--- src/rtl/mem_arbiter_pkg.sv ---
// Shared types for the fetch/data memory-port arbiter: memory request/response
// payloads, arbiter state encoding, port indices and error-bit positions.
package mem_arbiter_pkg;

    typedef enum logic {
        MODE_READ  = 1'b0,
        MODE_WRITE = 1'b1
    } mem_mode_t;

    typedef struct packed {
        logic [31:0] addr;
        logic [31:0] wdata;
        logic [3:0]  wstrb;
        mem_mode_t   mode;
    } memreq;

    typedef struct packed {
        logic [31:0] data;
    } memresp;

    typedef enum logic {
        IDLE = 1'b0,
        WAIT = 1'b1
    } arb_state_t;

    localparam logic PORT_FETCH = 1'b0;
    localparam logic PORT_DATA  = 1'b1;

    localparam int N_ERR        = 3;
    localparam int ERR_OVERRUN  = 0;
    localparam int ERR_SPURIOUS = 1;
    localparam int ERR_TIMEOUT  = 2;

endpackage

--- src/rtl/mem_arb_pick.sv ---
// Combinational winner select for the memory arbiter.
// MEM_ARB_RR_EN selects round-robin; otherwise the data port has fixed priority.
module mem_arb_pick
    import mem_arbiter_pkg::*;
(
    input  logic [1:0] pending,
    input  logic       rr_last,
    output logic       any,
    output logic       winner
);

    assign any = |pending;

`ifdef MEM_ARB_RR_EN
    // On contention the port that did not win last time goes next.
    always_comb begin
        if (&pending) winner = ~rr_last;
        else          winner = pending[PORT_DATA];
    end
`else
    logic unused_rr_last;
    assign unused_rr_last = rr_last;
    assign winner = pending[PORT_DATA];
`endif

endmodule

--- src/rtl/mem_arbiter.sv ---
// Shares one memory port between fetch (port 0) and data (port 1) requesters,
// one buffered request per port, one downstream transaction at a time.
// Optional build macro MEM_ARB_RR_EN: round-robin instead of data-first priority.
//
// state | meaning
// IDLE  | no downstream transaction; grants the next pending port
// WAIT  | request issued, waiting for response_enable (watchdog running)
module mem_arbiter
    import mem_arbiter_pkg::*;
#(
    parameter int unsigned TIMEOUT = 0,
    parameter int unsigned CNT_W   = 16
) (
    input  logic             clk,
    input  logic             rstn,
    input  logic             req0_enable,
    input  memreq            req0,
    output logic             resp0_enable,
    output memresp           resp0,
    input  logic             req1_enable,
    input  memreq            req1,
    output logic             resp1_enable,
    output memresp           resp1,
    output logic             request_enable,
    output memreq            request,
    input  logic             response_enable,
    input  memresp           response,
    output logic             owner,
    output logic             busy,
    output logic [N_ERR-1:0] err
);

    localparam logic [CNT_W-1:0] TIMEOUT_C  = CNT_W'(TIMEOUT);
    localparam logic [CNT_W-1:0] TIMEOUT_M1 = CNT_W'(TIMEOUT - 1);

    arb_state_t       state;
    arb_state_t       state_next;
    logic [1:0]       pending;
    logic [1:0]       req_en;
    memreq            req_in [2];
    memreq            buf_q  [2];
    logic [CNT_W-1:0] wd_cnt;
    logic             rr_last;
    logic             any_pending;
    logic             winner;
    logic             grant;
    logic             complete;
    logic             spurious;
    logic             wd_tick;
    logic             wd_hit;
    logic [1:0]       clr;

    assign req_en    = {req1_enable, req0_enable};
    assign req_in[0] = req0;
    assign req_in[1] = req1;

    mem_arb_pick u_pick (
        .pending (pending),
        .rr_last (rr_last),
        .any     (any_pending),
        .winner  (winner)
    );

`ifdef MEM_ARB_RR_EN
    always_ff @(posedge clk) begin
        if (!rstn)      rr_last <= 1'b1;
        else if (grant) rr_last <= winner;
    end
`else
    assign rr_last = 1'b1;
`endif

    always_ff @(posedge clk) begin
        if (!rstn) state <= IDLE;
        else       state <= state_next;
    end

    always_comb begin
        state_next = state;
        case (state)
            IDLE:    if (any_pending) state_next = WAIT;
            WAIT:    if (response_enable) state_next = IDLE;
            default: state_next = IDLE;
        endcase
    end

    // Per-cycle strobes that drive the registered outputs and bookkeeping.
    always_comb begin
        grant    = 1'b0;
        complete = 1'b0;
        spurious = 1'b0;
        wd_tick  = 1'b0;
        wd_hit   = 1'b0;
        clr      = 2'b00;
        case (state)
            IDLE: begin
                grant    = any_pending;
                spurious = response_enable;
            end
            WAIT: begin
                complete   = response_enable;
                clr[owner] = response_enable;
                wd_tick    = (TIMEOUT != 0) && !response_enable && (wd_cnt != TIMEOUT_C);
                wd_hit     = wd_tick && (wd_cnt == TIMEOUT_M1);
            end
            default: spurious = response_enable;
        endcase
    end

    always_ff @(posedge clk) begin
        if (!rstn) begin
            pending        <= 2'b00;
            buf_q[0]       <= '0;
            buf_q[1]       <= '0;
            request_enable <= 1'b0;
            request        <= '0;
            owner          <= 1'b0;
            busy           <= 1'b0;
            resp0_enable   <= 1'b0;
            resp0          <= '0;
            resp1_enable   <= 1'b0;
            resp1          <= '0;
            err            <= '0;
        end else begin
            request_enable <= grant;
            resp0_enable   <= clr[PORT_FETCH];
            resp1_enable   <= clr[PORT_DATA];

            if (grant) begin
                request <= buf_q[winner];
                owner   <= winner;
                busy    <= 1'b1;
            end else if (complete) begin
                busy    <= 1'b0;
            end

            if (clr[PORT_FETCH]) resp0 <= response;
            if (clr[PORT_DATA])  resp1 <= response;

            // A slot freed on this edge can take a new request on the same edge.
            for (int i = 0; i < 2; i++) begin
                if (req_en[i] && (!pending[i] || clr[i])) begin
                    pending[i] <= 1'b1;
                    buf_q[i]   <= req_in[i];
                end else if (clr[i]) begin
                    pending[i] <= 1'b0;
                end
            end

            if (|(req_en & pending & ~clr)) err[ERR_OVERRUN]  <= 1'b1;
            if (spurious)                   err[ERR_SPURIOUS] <= 1'b1;
            if (wd_hit)                     err[ERR_TIMEOUT]  <= 1'b1;
        end
    end

    // Watchdog: cleared on grant, counts unanswered WAIT cycles, saturates.
    always_ff @(posedge clk) begin
        if (!rstn)        wd_cnt <= '0;
        else if (grant)   wd_cnt <= '0;
        else if (wd_tick) wd_cnt <= wd_cnt + CNT_W'(1);
    end

endmodule

--- config.mk ---
export PLATFORM = sky130hd
export DESIGN_NAME = mem_arbiter
export DESIGN_NICKNAME = d
export VERILOG_FILES = /design/src/rtl/mem_arbiter_pkg.sv /design/src/rtl/mem_arb_pick.sv /design/src/rtl/mem_arbiter.sv
export SDC_FILE = /design/constraint.sdc
export NUM_CORES = 1
export LEC_CHECK = 0
export BUFFER_PORTS_ARGS = -buffer_cell sky130_fd_sc_hd__buf_2
export CORE_UTILIZATION = 30
export CTS_BUF_LIST = sky130_fd_sc_hd__clkbuf_16
export DETAILED_ROUTE_END_ITERATION = 8
export PLACE_DENSITY = 0.6
export SLEW_MARGIN = 20
export SYNTH_ARGS = -nofsm -noshare
export SYNTH_HDL_FRONTEND = slang
export SYNTH_HIERARCHICAL = 1
export SYNTH_SLANG_ARGS = --single-unit
--- constraint.sdc ---
create_clock -name clk -period 8.7 [get_ports clk]
set_input_delay 0 -clock clk [delete_from_list [all_inputs] [get_ports clk]]
set_output_delay 0 -clock clk [all_outputs]
set_load 0.02 [all_outputs]
* Yosys cells after proc, flatten, opt, wreduce, memory -nomap -nowiden
Memories as Yosys holds them, arrays and structs flattened. A register that Yosys moved wholly into a read port is not among the register bits.
Cells that the tools add are included.
** Storage, ports and cells
- Register bits after elaboration :: 74
- RAM bits :: 138
- Output and inout port bits :: 141
- Logic and storage cells :: 59
- Memories :: 1
** Memories
- buf_q :: depth 2, width 69, rd ports 1, clocked after Yosys merged registers in 1, wr ports 2, line mem_arbiter.sv:41 : memreq buf_q [2];
** Operators by class
- Magnitude comparators :: 2
- Mux-type cells :: 24
- Bitwise operators :: 7
- Reduce and logical (&&, ||, !) cells :: 13
** Operators by type and width (count)
- 69-bit two-way mux :: 2
- 1-bit two-way mux :: 19
- 2-bit bitwise AND :: 3
- 2-bit nonzero test :: 3
- 2-bit OR reduction :: 2
- 1-bit logical AND :: 3
- 1-bit logical NOT :: 3
- 1-bit logical OR :: 2
- 1-bit by 2-bit less-than comparator with 1-bit output, second input constant :: 1
- 2-bit two-way mux :: 1
- 2-bit NOT :: 1
- 1-bit OR :: 2
- 1-bit one-hot mux with 2 select lines :: 1
- 1-bit demux with 1-bit select :: 1
- 1-bit greater-or-equal comparator, second input constant :: 1
- 1-bit NOT :: 1

* Longest topological paths before layout
- Word-level depth :: 12
- Gate-level depth with buffers :: 7

* Hierarchy
Netlist, hierarchy kept.
** By module, submodules not included
- mem_arbiter :: times used 1, cells each 1089, area each 11534.8 um^2, sequential area each 7006.7 um^2
- mem_arb_pick :: times used 1, cells each 2, area each 13.8 um^2, sequential area each 0.0 um^2

* Least setup slack after synthesis
No wires, ideal clock.
- Kind :: register to register
- Start point :: reg owner
- End point :: mem buf_q[0][0] (netlist name) (enable)
- Setup time :: 722 ps
- Arrival :: 2425 ps
- Setup slack :: 5553 ps
- Stages on the path, launching flop included :: 7
- Buffers on the path :: 3
- Clock period less this slack :: 3147 ps
- Cells stage by stage :: dfxtp_1 > and3b_1 > buf_2 > o21ai_2 > buf_4 > buf_4 > nand2_1
** RTL lines
- start, declared :: line mem_arbiter.sv:28 : output logic owner,
- start signal, assigned :: line mem_arbiter.sv:131 : owner <= winner;
- end, declared :: line mem_arbiter.sv:41

==> run metrics <==
crit path kind flop to flop; die width about 200 microns; H-tree lvl count 1; Worst R2R Setup Slack 5770 ps; Crit path top cell by count buf_4; DR iter-0 viols 494; Ports 316; initial antenna violation count 1; Hold Path End resp0[28]; number of buffers added on ports between 300 and 400; CP Cell Sequence and3b_1 > buf_4 > o21ai_4 > buf_4 > buf_4 > a21oi_1; MaxCap Viol Count 0; Crit path required time ~9000 ps; die footprint 39,300 sq um; worst reg2reg endpoint buf_q[0][24]; Layout Nets 1,696; Final Cell Area between 15,000 and 20,000 sq um; status finished clean; worst skew pair latency 570 ps; PwrDens 203 nW/um^2; clock slew at reported path FFs 60 ps; critical path's top delay family buffers and inverters; Routed wire per std cell roughly 16 microns; Final Hold Fails 0; DR DRC count 0; Mapped Area 11,500 sq um; Seq pwr share 0.476; core footprint 37,800 sq um; RSZ-0062 raised after global routing false; CTS Buffer Depth 3; layout cell share with drive strength beyond 1 0.242; crit path max fanout 91; Worst Path Arrival 3190 ps; crit path from state; Post-Syn Nets approximately 1,300; placed inst area ~13,000 sq um; 1st-pass router iterations 7; site row count 71; Hold Path Cell Cnt 2; slowest CP cell buf_4; Slew @ Worst Pin ~1100 ps; Routed WL about 33,000 microns; worst-case clock skew around 27 ps; syn avg cell area 10.6 sq um; Starting Density 0.306; Layout area overhead 39.4%; Worst VDD drop 156 uV; Num CTS Buffers 31; CP Capture Type flop; GPL Wtd Cong between 0.7 and 0.8; Die Y about 200 microns; first-pass GRT wire length 50,200 microns; post-route ant nets 0; power share of the clock group 0.377; Mapped Cells 1,090; CTS Sinks 281; minimum clock period 2930 ps; Worst Hold Class input pin to flop; vias in the first global route just over 9,000; placed cells 1,825; Comb pwr share 0.147; Reg2Reg Depth 6; Slew Viols, Final 0; Leak 7.46 nW; hpwl dp around 19,000 microns; Tot GR Track Use 0.161; root buffer cell clkbuf_16; global route overflow 0; DR vias/cell 4.60; vias ~9,500; NetSw approximately 850 uW; TNS Setup 0 ps; switching share of power 0.260; non-filler cells, final 2,059; Tcrit/Tclk final 0.337; hold path start rstn; final setup fails 0; fmax 0.341 GHz; Int Power 2.41 mW; Synth Warn # 6; Slowest Stage Delay on Critical Path ~780 ps; max_slew headroom 0.270; r2r startpoint state; CP bufs+invs 3; largest net degree at the start of global routing 105; post-CTS sizing 0; startpoint class of the critical path flop; TritonCTS clock tree done
==> state kept, by name (all words and copies together) (netlist names), 2 cells and up <==
signal   count
request     69
resp0       32
resp1       32
pending      2
buf_q      138
err          2
==> power groups by stage <==
stage          clock network, mW  logic [mW]  registers (mW)
4_1_cts                     1.27       0.482            1.55
5_1_grt                     1.33       0.526            1.56
3_5_place_dp                   0       0.419            1.58
6_report                    1.23       0.480            1.55
2_1_floorplan                  0       0.219            1.63
3_3_place_gp                   0       0.414            1.58
==> metal layers <==
metal	vias to the layer above	global-route usage	share of wire
met5	-	0	0
met4	0	0.0554	0.027
met3	65	0.0249	0.051
met2	258	0.283	0.50
met1	4492	0.200	0.42
li1	4651	-	-
==> worst reg2reg max path: stages, from the launching register on <==
cell,delay [ps]
dfxtp_1,390
and3b_1,210
buf_4,260
o21ai_4,170
buf_4,490
buf_4,800
a21oi_1,330
==> cells in the final DEF, fill, tap and decap left out, drive strengths merged, types with 2 or more instances in the layout <==
cell,n
nand2,338
buf,326
dlygate4sd3,173
dfxtp,143
a21oi,141
edfxtp,138
mux2i,70
o211a,69
a21boi,65
clkbuf,34
clkinv,15
inv,11
nor2b,7
and2,3
diode,2
o21ai,2
nand3,2
o21a,2
==> per-stage QoR <==
stage                     utilization  setup slack (ps)  power, mW  hold WS [ps]
after global placement          0.354              5810       1.99           262
final                           0.426              5770       3.26          21.8
after CTS                       0.425              5760       3.30          1.34
after floorplan                     -              5550       1.85           139
after detailed placement        0.354              5750       2.00           272
after global routing            0.426              5540       3.42          39.3
==> timing repair <==
item / in CTS / in global routing
hold endpoints to repair: 208 / 0
setup buffers: 0 / 0
hold buffers: 173 / 0
==> worst max-delay path by stage <==
stage              endpoint  slack, ps  cells past startpoint
2_1_floorplan   buf_q[0][0]       5550                      6
5_1_grt        buf_q[1][13]       5540                      6
3_3_place_gp     request[6]       5810                      5
4_1_cts         request[45]       5760                      5
6_report       buf_q[0][24]       5770                      6
3_5_place_dp    request[45]       5750                      5
==> layout make-up <==
class | count | area (sq um)
Timing Repair Buffer | 500 | 3430
Clock inverter | 25 | 136
Sequential cell | 281 | 7010
Clock buffer | 33 | 826
Fill cell | 3579 | 21700
Inverter | 2 | 7.51
Tap cell | 511 | 639
Multi-Input combinational cell | 705 | 4040
Antenna cell | 2 | 5.00
Note: power is estimated with default switching activity, not from simulation.
